## src/rtl/branch_resolve_queue_if.sv

```systemverilog
// Interface bundling the branch-FU report bus and the resolve broadcast bus
// of branch_resolve_queue. The master side is the execute stage / test driver,
// and the slave side is the queue itself.
interface branch_resolve_queue_if #(
    parameter int NUM_BR_FU    = 2,
    parameter int BRQ_DEPTH    = 4,
    parameter int B_MASK_WIDTH = 4,
    parameter int ADDR_W       = 32
);
    localparam int CW = $clog2(BRQ_DEPTH + 1);

    logic [NUM_BR_FU-1:0]              br_valid;
    logic [NUM_BR_FU*B_MASK_WIDTH-1:0] br_bmm;
    logic [NUM_BR_FU*B_MASK_WIDTH-1:0] br_b_mask;
    logic [NUM_BR_FU-1:0]              br_mispred;
    logic [NUM_BR_FU*ADDR_W-1:0]       br_target;
    logic [NUM_BR_FU-1:0]              br_ready;
    logic                              resolve_valid;
    logic [B_MASK_WIDTH-1:0]           resolve_bmm;
    logic                              resolve_mispred;
    logic [ADDR_W-1:0]                 resolve_target;
    logic [CW-1:0]                     brq_count;

    modport master (
        output br_valid, br_bmm, br_b_mask, br_mispred, br_target,
        input  br_ready, resolve_valid, resolve_bmm, resolve_mispred,
               resolve_target, brq_count
    );

    modport slave (
        input  br_valid, br_bmm, br_b_mask, br_mispred, br_target,
        output br_ready, resolve_valid, resolve_bmm, resolve_mispred,
               resolve_target, brq_count
    );
endinterface

```

## src/rtl/branch_resolve_queue.sv

```systemverilog
// branch_resolve_queue: buffers resolved-branch results from the branch FUs
// and broadcasts one registered resolution per cycle to the branch stack.
// The broadcast held in a cycle squashes dependents (mispredict) or clears its
// bit from dependency masks (correct) of both queued and incoming results.
// Optional feature: define BRQ_MISPRED_PRIORITY_EN to let the oldest surviving
// mispredict bypass older correct resolutions; otherwise strict age order.
module branch_resolve_queue #(
    parameter int NUM_BR_FU    = 2,
    parameter int BRQ_DEPTH    = 4,
    parameter int B_MASK_WIDTH = 4,
    parameter int ADDR_W       = 32
) (
    input logic                   clock,
    input logic                   reset,
    branch_resolve_queue_if.slave bus
);
    localparam int CW = $clog2(BRQ_DEPTH + 1);
    localparam int NC = BRQ_DEPTH + NUM_BR_FU;

`ifdef BRQ_MISPRED_PRIORITY_EN
    localparam int FIRST_PASS = 0;
`else
    localparam int FIRST_PASS = 1;
`endif

    logic [B_MASK_WIDTH-1:0] slotBmm_q  [BRQ_DEPTH];
    logic [B_MASK_WIDTH-1:0] slotMask_q [BRQ_DEPTH];
    logic                    slotMis_q  [BRQ_DEPTH];
    logic [ADDR_W-1:0]       slotTgt_q  [BRQ_DEPTH];
    logic [B_MASK_WIDTH-1:0] slotBmm_d  [BRQ_DEPTH];
    logic [B_MASK_WIDTH-1:0] slotMask_d [BRQ_DEPTH];
    logic                    slotMis_d  [BRQ_DEPTH];
    logic [ADDR_W-1:0]       slotTgt_d  [BRQ_DEPTH];
    logic [CW-1:0]           count_q, count_d;

    logic                    resValid_q, resValid_d;
    logic [B_MASK_WIDTH-1:0] resBmm_q, resBmm_d;
    logic                    resMis_q, resMis_d;
    logic [ADDR_W-1:0]       resTgt_q, resTgt_d;

    logic [B_MASK_WIDTH-1:0] cBmm  [NC];
    logic [B_MASK_WIDTH-1:0] cMask [NC];
    logic                    cMis  [NC];
    logic [ADDR_W-1:0]       cTgt  [NC];
    logic [NC-1:0]           cLive;
    logic [NC-1:0]           selOh;
    logic                    brReady;

    // Room for a full cycle of FU reports is judged from the registered count only.
    assign brReady = (count_q <= CW'(BRQ_DEPTH - NUM_BR_FU));

    assign bus.br_ready        = {NUM_BR_FU{brReady}};
    assign bus.resolve_valid   = resValid_q;
    assign bus.resolve_bmm     = resBmm_q;
    assign bus.resolve_mispred = resMis_q;
    assign bus.resolve_target  = resTgt_q;
    assign bus.brq_count       = count_q;

    // Line up queued entries (oldest first) then incoming reports, and apply this cycle's broadcast.
    always_comb begin : filterCandidates
        for (int i = 0; i < BRQ_DEPTH; i++) begin
            cBmm[i]  = slotBmm_q[i];
            cMask[i] = slotMask_q[i];
            cMis[i]  = slotMis_q[i];
            cTgt[i]  = slotTgt_q[i];
            cLive[i] = (CW'(i) < count_q);
        end
        for (int j = 0; j < NUM_BR_FU; j++) begin
            cBmm[BRQ_DEPTH+j]  = bus.br_bmm[j*B_MASK_WIDTH +: B_MASK_WIDTH];
            cMask[BRQ_DEPTH+j] = bus.br_b_mask[j*B_MASK_WIDTH +: B_MASK_WIDTH];
            cMis[BRQ_DEPTH+j]  = bus.br_mispred[j];
            cTgt[BRQ_DEPTH+j]  = bus.br_target[j*ADDR_W +: ADDR_W];
            cLive[BRQ_DEPTH+j] = bus.br_valid[j] & brReady;
        end
        for (int k = 0; k < NC; k++) begin
            if (resValid_q && resMis_q && (|(cMask[k] & resBmm_q))) begin
                cLive[k] = 1'b0;
            end
            if (resValid_q && !resMis_q) begin
                cMask[k] = cMask[k] & ~resBmm_q;
            end
        end
    end

    // Pick one survivor for the next broadcast and compact the rest back into the slots in age order.
    always_comb begin : selectAndCompact
        int wr;
        resValid_d = 1'b0;
        resBmm_d   = '0;
        resMis_d   = 1'b0;
        resTgt_d   = '0;
        selOh      = '0;
        for (int p = FIRST_PASS; p < 2; p++) begin
            for (int k = 0; k < NC; k++) begin
                if (!resValid_d && cLive[k] && (p == 1 || cMis[k])) begin
                    resValid_d = 1'b1;
                    selOh[k]   = 1'b1;
                    resBmm_d   = cBmm[k];
                    resMis_d   = cMis[k];
                    resTgt_d   = cTgt[k];
                end
            end
        end
        wr = 0;
        for (int i = 0; i < BRQ_DEPTH; i++) begin
            slotBmm_d[i]  = '0;
            slotMask_d[i] = '0;
            slotMis_d[i]  = 1'b0;
            slotTgt_d[i]  = '0;
        end
        for (int k = 0; k < NC; k++) begin
            if (cLive[k] && !selOh[k]) begin
                for (int i = 0; i < BRQ_DEPTH; i++) begin
                    if (i == wr) begin
                        slotBmm_d[i]  = cBmm[k];
                        slotMask_d[i] = cMask[k];
                        slotMis_d[i]  = cMis[k];
                        slotTgt_d[i]  = cTgt[k];
                    end
                end
                wr = wr + 1;
            end
        end
        count_d = CW'(wr);
    end

    // Register the queue contents and the broadcast; reset empties everything at once.
    always_ff @(posedge clock or negedge reset) begin
        if (!reset) begin
            for (int i = 0; i < BRQ_DEPTH; i++) begin
                slotBmm_q[i]  <= '0;
                slotMask_q[i] <= '0;
                slotMis_q[i]  <= 1'b0;
                slotTgt_q[i]  <= '0;
            end
            count_q    <= '0;
            resValid_q <= 1'b0;
            resBmm_q   <= '0;
            resMis_q   <= 1'b0;
            resTgt_q   <= '0;
        end else begin
            for (int i = 0; i < BRQ_DEPTH; i++) begin
                slotBmm_q[i]  <= slotBmm_d[i];
                slotMask_q[i] <= slotMask_d[i];
                slotMis_q[i]  <= slotMis_d[i];
                slotTgt_q[i]  <= slotTgt_d[i];
            end
            count_q    <= count_d;
            resValid_q <= resValid_d;
            resBmm_q   <= resBmm_d;
            resMis_q   <= resMis_d;
            resTgt_q   <= resTgt_d;
        end
    end

    // Reports offered while the queue is not ready are dropped; flag them as a protocol error.
    brValidWhileNotReady: assert property (@(posedge clock) disable iff (!reset)
        !((|bus.br_valid) && !brReady));

endmodule

```

## src/flat_wrapper.sv

```systemverilog
// flat-port wrapper written by rule: the top's interface ports become plain ports
module branch_resolve_queue_flat 
#(
    parameter int NUM_BR_FU    = 2,
    parameter int BRQ_DEPTH    = 4,
    parameter int B_MASK_WIDTH = 4,
    parameter int ADDR_W       = 32
)
  (clock, reset, bus_br_valid, bus_br_bmm, bus_br_b_mask, bus_br_mispred, bus_br_target, bus_br_ready, bus_resolve_valid, bus_resolve_bmm, bus_resolve_mispred, bus_resolve_target, bus_brq_count);
  branch_resolve_queue_if #(.NUM_BR_FU(NUM_BR_FU), .BRQ_DEPTH(BRQ_DEPTH), .B_MASK_WIDTH(B_MASK_WIDTH), .ADDR_W(ADDR_W)) bus_i ();
  input logic clock;
  input logic reset;
  input wire logic [$bits(bus_i.br_valid)-1:0] bus_br_valid;
  input wire logic [$bits(bus_i.br_bmm)-1:0] bus_br_bmm;
  input wire logic [$bits(bus_i.br_b_mask)-1:0] bus_br_b_mask;
  input wire logic [$bits(bus_i.br_mispred)-1:0] bus_br_mispred;
  input wire logic [$bits(bus_i.br_target)-1:0] bus_br_target;
  output wire logic [$bits(bus_i.br_ready)-1:0] bus_br_ready;
  output wire logic [$bits(bus_i.resolve_valid)-1:0] bus_resolve_valid;
  output wire logic [$bits(bus_i.resolve_bmm)-1:0] bus_resolve_bmm;
  output wire logic [$bits(bus_i.resolve_mispred)-1:0] bus_resolve_mispred;
  output wire logic [$bits(bus_i.resolve_target)-1:0] bus_resolve_target;
  output wire logic [$bits(bus_i.brq_count)-1:0] bus_brq_count;
  assign bus_i.br_valid = bus_br_valid;
  assign bus_i.br_bmm = bus_br_bmm;
  assign bus_i.br_b_mask = bus_br_b_mask;
  assign bus_i.br_mispred = bus_br_mispred;
  assign bus_i.br_target = bus_br_target;
  assign bus_br_ready = bus_i.br_ready;
  assign bus_resolve_valid = bus_i.resolve_valid;
  assign bus_resolve_bmm = bus_i.resolve_bmm;
  assign bus_resolve_mispred = bus_i.resolve_mispred;
  assign bus_resolve_target = bus_i.resolve_target;
  assign bus_brq_count = bus_i.brq_count;
  branch_resolve_queue #(.NUM_BR_FU(NUM_BR_FU), .BRQ_DEPTH(BRQ_DEPTH), .B_MASK_WIDTH(B_MASK_WIDTH), .ADDR_W(ADDR_W)) u_core (.clock(clock), .reset(reset), .bus(bus_i));
endmodule
```

## config.mk

```make
export PLATFORM = sky130hd
export DESIGN_NAME = branch_resolve_queue_flat
export DESIGN_NICKNAME = d
export VERILOG_FILES = /design/src/rtl/branch_resolve_queue_if.sv /design/src/rtl/branch_resolve_queue.sv /design/src/flat_wrapper.sv
export SDC_FILE = /design/constraint.sdc
export NUM_CORES = 1
export LEC_CHECK = 0
export ABC_AREA = 1
export ABC_CLOCK_PERIOD_IN_PS = 3550
export CAP_MARGIN = 15
export CORE_MARGIN = 4
export CORE_UTILIZATION = 53
export DETAILED_ROUTE_END_ITERATION = 8
export PLACE_DENSITY = 0.8
export SLEW_MARGIN = 20
export SYNTH_ARGS = -nofsm -noshare
export SYNTH_HDL_FRONTEND = slang
export SYNTH_SLANG_ARGS = --single-unit
```

## constraint.sdc

```tcl
create_clock -name clock -period 3.55 [get_ports clock]
set_input_delay 0.355 -clock clock [delete_from_list [all_inputs] [get_ports clock]]
set_output_delay 0.355 -clock clock [all_outputs]
set_load 0.01 [all_outputs]
```

==> results.json, run 1 <==
{
  "via_count": 14100,
  "peakVddDrop_mv": 0.630,
  "grtUsageMet1": 0.405,
  "die_height_um": 165,
  "final_core_util": 0.647,
  "n_antenna_cell": 0,
  "fillerInstances": 2104,
  "grt_usage": 0.333,
  "yosys_register_bits": 205,
  "period_needed_ns": 3.35,
  "cts_setup_buffers": 0,
  "grt_pass1_vias": 13900,
  "final_cell_mix": "nand2_1 (715), nand3_1 (216), dfrtp_1 (205)",
  "seq_area_frac_synth": 0.392,
  "grt_overflow": 0,
  "crit_type": "flip-flop to flip-flop",
  "cts_tree": "done",
  "dieArea_um2": 27300,
  "cpMostUsedCell": "inv_1",
  "start_kind": "flip-flop",
  "ant_nets": 0,
  "synth_fp_nets": 2086,
  "synth_enable_flop_cells": 0,
  "insertion_delay_ns": 0.53,
  "synthFlopType": "dfrtp_1",
  "required_ns": 3.94,
  "arrival_ns": 3.75,
  "ys_types": 33,
  "tns_ns": 0,
  "drive_gt1_frac": 0.0749,
  "critPathSlowestCell": "dfrtp_1",
  "crit_fanout": 32,
  "finalPower_mw": 16.0,
  "first_pass_iters": 8,
  "avgSynthCellArea_um2": 6.58,
  "syn_area_um2": 13100,
  "hold_class": "primary input to flip-flop",
  "cap_violations": 0,
  "grt_pass1_wl_um": 71700,
  "skew_ns": 0.0114,
  "grtUsageMet3": 0.0611,
  "setup_violations": 0,
  "finalWeightedCongestion": 1.01,
  "cp_num_buf_inv": 5,
  "fmax_mhz": 298,
  "final_common_cell": "nand2_1",
  "slowest_delay_ns": 0.40,
  "clk_pin_slew_worst_paths_ns": 0.06,
  "grt_max_degree": 109,
  "maxSlewHeadroom": 0.350,
  "drt_iter0_drc": 1576,
  "root_buffer": "clkbuf_16",
  "clkSinkCount": 205,
  "wl_um": 46500,
  "synth_warnings": 0,
  "dp_hpwl_um": 27500,
  "cp_top_family": "simple AND/OR/NAND/NOR gates",
  "antenna_found_initial": 0,
  "end_kind": "flip-flop",
  "syn_inst": 1989,
  "grtUsageMet2": 0.565,
  "async_flop_share": 1.00,
  "setup_ws_ns": 0.197,
  "p_leak_nw": 7.87,
  "cts_max_level": 1,
  "fin_nets": 2178,
  "cts_buffers": 24,
  "drv_slew": 0,
  "preCtsSetupSlack_ns": 0.0293,
  "status": "completed",
  "core_area_um2": 24300,
  "rr_worst_depth": 19,
  "cellPowerDensity_nw_per_um2": 1020,
  "vias_per_cell": 5.83,
  "crit_chain": "nor2_1 > inv_1 > or2_1 > nand2_2 > nand2_2 > nand2_1 > inv_1 > ha_1 > o21ai_2 > inv_1 > ha_1 > o21ai_2 > ha_1 > inv_1 > nor2_2 > nand2_2 > buf_12 > nor2_1 > a21oi_1",
  "busiest_layer": "met2",
  "reg2reg_slack_ns": 0.20,
  "cts_buffer_depth": 3,
  "hold_depth": 3,
  "chipWidth_um": 165,
  "top_level_ports": 129,
  "finalCritPeriodShare": 0.945,
  "hold_viol": 0,
  "row_count": 57,
  "initial_utilization": 0.538,
  "remaining_drc_errors": 0,
  "area_growth_pct": 20.2,
  "io_buffers": 128,
  "tightest_slew_ns": 0.974,
  "detail_route.wl_per_cell_um": 19.2,
  "path_depth": 19
}
power by group:
part | internal, mW | total (mW) | leakage [nW] | switching [mW]
Clock | 1.55 | 2.57 | 0.403 | 1.02
Sequential | 3.30 | 3.76 | 2.71 | 0.456
Combinational | 3.30 | 9.65 | 4.75 | 6.35
Total | 8.15 | 16.0 | 7.87 | 7.83
metrics by stage:
step / instance area (um2) / hold WS [ns] / instances
global placement: 14800 / 0.520 / 2377
floorplan: 13100 / 0.0594 / 1989
detailed placement: 14800 / 0.533 / 2377
CTS: 15700 / 0.436 / 2420
finish: 15700 / 0.446 / 2421
global route: 15700 / 0.461 / 2421
cell usage after synthesis, types with 11 or more instances:
library cell | number | share of area
ha_1 | 11 | 0.011
o21ai_0 | 115 | 0.044
buf_2 | 56 | 0.021
dfrtp_1 | 205 | 0.39
o21ai_1 | 75 | 0.029
clkbuf_1 | 49 | 0.014
a21oi_1 | 100 | 0.038
nand3_1 | 218 | 0.083
nand2_1 | 716 | 0.21
nor2_1 | 115 | 0.033
nand4_1 | 26 | 0.012
or2_2 | 15 | 0.0072
a22oi_1 | 19 | 0.011
inv_1 | 197 | 0.057
buf_4 | 13 | 0.0075
what timing repair did:
item                                   CTS  global route
gates cloned                             0             1
hold buffers                             1             0
endpoints found under the hold margin    4             0
setup endpoints to repair                2           164
resized for setup                        1             7
layout make-up:
type                            instances  area, um2  area share
Clock buffer                           34        719      0.0457
Clock inverter                          8       96.3     0.00613
Inverter                              205        769      0.0489
Multi-Input combinational cell       1453       6640       0.422
Sequential cell                       205       5130       0.326
Tap cell                              324        405      0.0258
Timing Repair Buffer                  192       1960       0.125
metal layers:
layer,part of all wire,up-vias
met5,0,-
met3,0.11,208
met1,0.37,6415
met4,0.052,0
li1,-,6532
met2,0.47,968
logic make-up after synthesis:
kind of cell             share of synthesized area
XOR/XNOR                                   0.00201
AND/OR/NAND/NOR                              0.354
flip-flops                                   0.392
AO/OA/AOI/OAI                                0.136
adder cells (fa/ha/maj)                     0.0105
buffers and inverters                        0.106
worst reg2reg max path: cells and delay by family, from the launching register on:
| kind | cells | cell delay, ns |
|---|---|---|
| simple gates | 8 | 1.10 |
| flops | 1 | 0.40 |
| fa+ha+maj | 3 | 0.74 |
| compound gates | 3 | 0.49 |
| buf+inv | 5 | 0.50 |
flip-flops by register name (all words and copies together) (netlist names):
name / count
u_core.bus.brq_count: 3
u_core.bus.resolve_bmm: 4
u_core.bus.resolve_mispred: 1
u_core.bus.resolve_target: 32
u_core.bus.resolve_valid: 1
u_core.cBmm: 16
u_core.cMis: 4
u_core.cTgt: 128
u_core.slotMask_q: 16
worst paths after layout:
| kind | startpoint | end |
|---|---|---|
| setup / recovery | u_core.bus.brq_count[2] | u_core.cTgt[184] |
| hold / removal | bus_br_b_mask[5] | u_core.slotMask_q[5] |
| setup reg to reg | u_core.bus.brq_count[2] | u_core.cTgt[184] |
| hold reg to reg | u_core.cTgt[117] | u_core.bus.resolve_target[21] |
| max in group asynchronous | reset | u_core.bus.resolve_target[12] |
| min in group asynchronous | reset | u_core.cTgt[129] |
(Power assumes the default switching activity.)
==> inputs of run 2 (changes only) <==
Settings changed: CORE_MARGIN 4 to not set, MAX_ROUTING_LAYER set to met4.
==> run 2 against run 1 <==
Against the previous run:
- worst hold slack worse by 0.0040 ns
- core utilization about the same
- first-iteration DRC count up 0.82%
- final cell count up 0.21%
- power down 0.73%
- non-clock buffer count up 4
- global-route usage up 3.5 points
- maximum frequency up 1.7%
- register-to-register slack better by 0.06 ns
- critical path type unchanged
- count of clock-buffer cells in the layout up 5
- die area down 7.1%
==> results.json, run 2 (synthesized netlist as in run 1, its figures left out) <==
{
  "tns_ns": 0,
  "crit_fanout": 23,
  "dieArea_um2": 25300,
  "antenna_found_initial": 0,
  "die_height_um": 159,
  "hold-worst-slack_ns": 0.442,
  "tightest_slew_ns": 0.963,
  "clkSinkCount": 205,
  "finalCritPeriodShare": 0.929,
  "grt_overflow": 0,
  "clk_pin_slew_worst_paths_ns": 0.06,
  "first_pass_iters": 6,
  "grtUsageMet2": 0.578,
  "grt_max_degree": 110,
  "startpoint": "u_core.bus.resolve_bmm[1]",
  "remaining_drc_errors": 0,
  "rr_worst_depth": 19,
  "core_area_um2": 24200,
  "insertion_delay_ns": 0.53,
  "status": "completed",
  "io_buffers": 128,
  "hold_class": "primary input to flip-flop",
  "rsz0062_at_grt": "false",
  "hp-start": "bus_br_b_mask[5]",
  "end_kind": "flip-flop",
  "dp_hpwl_um": 27400,
  "reg2reg_slack_ns": 0.25,
  "fin_nets": 2183,
  "busiest_layer": "met2",
  "drv_slew": 0,
  "grt_usage": 0.368,
  "p_leak_nw": 7.85,
  "root_buffer": "clkbuf_16",
  "drt_iter0_drc": 1589,
  "cts_buffer_depth": 3,
  "finalPower_mw": 15.9,
  "maxSlewHeadroom": 0.358,
  "crit_chain": "nand2_1 > nand2_1 > o21ai_4 > nand2_2 > nand2_2 > nand2_2 > ha_1 > inv_1 > nand2_1 > nand2_1 > inv_1 > ha_1 > ha_1 > nand3_1 > nand2_4 > nand3_2 > buf_4 > nand2_1 > o21ai_1",
  "cts_max_level": 1,
  "dpl_cell_area_um2": 14800,
  "finalWeightedCongestion": 0.953,
  "crit_type": "flip-flop to flip-flop",
  "critPathSlowestCell": "dfrtp_1",
  "cap_violations": 0,
  "drive_gt1_frac": 0.0742,
  "design_area_um2": 15700,
  "cts_buffers": 25,
  "slowest_delay_ns": 0.41,
  "setup_ws_ns": 0.253,
  "row_count": 57,
  "cts_tree": "done",
  "wl_um": 45500,
  "via_count": 14300,
  "r2r_end": "u_core.cTgt[101]",
  "hold_viol": 0,
  "period_needed_ns": 3.30,
  "cellPowerDensity_nw_per_um2": 1010,
  "detail_route.wl_per_cell_um": 18.7,
  "vias_per_cell": 5.88,
  "start_kind": "flip-flop",
  "grtUsageMet1": 0.450,
  "setup_violations": 0,
  "r2r-start": "u_core.bus.resolve_bmm[1]",
  "grt_pass1_wl_um": 72000,
  "area_growth_pct": 19.9,
  "chipWidth_um": 159,
  "hold_depth": 3,
  "arrival_ns": 3.70,
  "grt_pass1_vias": 13900,
  "preCtsSetupSlack_ns": 0.0580,
  "skew_ns": 0.0168,
  "fmax_mhz": 303,
  "final_common_cell": "nand2_1",
  "peakVddDrop_mv": 0.652,
  "top_level_ports": 129,
  "n_antenna_cell": 0,
  "largest_register_ffs": 128,
  "initial_utilization": 0.540,
  "cpMostUsedCell": "nand2_1",
  "holdPathEnd": "u_core.slotMask_q[5]",
  "final_cell_mix": "nand2_1 (714), nand3_1 (217), dfrtp_1 (205)",
  "grtUsageMet3": 0.0589,
  "required_ns": 3.95,
  "ant_nets": 0
}
[run 2: cell types whose count changed in the layout (fill, tap and decap cells not counted), sizes merged]
cell,previous run,this run
buf,62,67
bufinv,2,1
clkinv,6,4
clkinvlp,1,0
clkbuf,36,40
[run 2: routing by layer]
layer,routed length (um),vias up
met2,20900,929
met3,5150,213
met1,17100,6580
met5,0,-
li1,-,6536
met4,2280,0
[run 2: per-stage QoR]
step,cells,utilization
after global routing,2426,0.647
after global placement,2379,0.611
after CTS,2423,0.644
after floorplan,1989,-
final,2426,0.647
after detailed placement,2379,0.611
[run 2: final cells by class]
| class | instances | area, um2 |
|---|---|---|
| multi-input combinational | 1453 | 6630 |
| timing repair buffer | 196 | 1950 |
| clock inverter | 4 | 48.8 |
| tap | 324 | 405 |
| inverter | 205 | 769 |
| sequential | 205 | 5130 |
| clock buffer | 39 | 748 |
| fill | 2149 | 8560 |
[run 2: how the worst max path moves through the flow]
stage,endpoint,slack [ns],depth (start not counted)
3_3_place_gp,u_core.cTgt[80],0.22,20
3_5_place_dp,u_core.cTgt[88],0.06,20
4_1_cts,u_core.cTgt[133],0.04,20
5_1_grt,u_core.cBmm[10],0.03,21
6_report,u_core.cTgt[101],0.25,19
2_1_floorplan,u_core.cTgt[177],0.05,22
[run 2: power breakdown]
group	internal [mW]	leakage, nW	switching [mW]	total, mW
Combinational	3.32	4.75	6.27	9.59
Clock	1.51	0.393	1.01	2.51
Sequential	3.30	2.71	0.454	3.76
Total	8.13	7.85	7.74	15.9
[run 2: worst max-delay path: cells and delay by family, from the launching register on]
family / cells / cell delay, ns
AO/OA/AOI/OAI: 2 / 0.28
adder cells (fa/ha/maj): 3 / 0.83
buffers and inverters: 3 / 0.45
flip-flops: 1 / 0.41
AND/OR/NAND/NOR: 11 / 1.18
[run 2: repair_timing]
| item | 4_1_cts | 5_1_grt |
|---|---|---|
| hold buffers | 1 | 0 |
| endpoints found under the setup margin | 1 | 164 |
| resized for setup | 1 | 12 |
| gates cloned | 0 | 0 |
| buffers inserted | 0 | 3 |
| endpoints found under the hold margin | 3 | 0 |
| pin swaps | 0 | 1 |
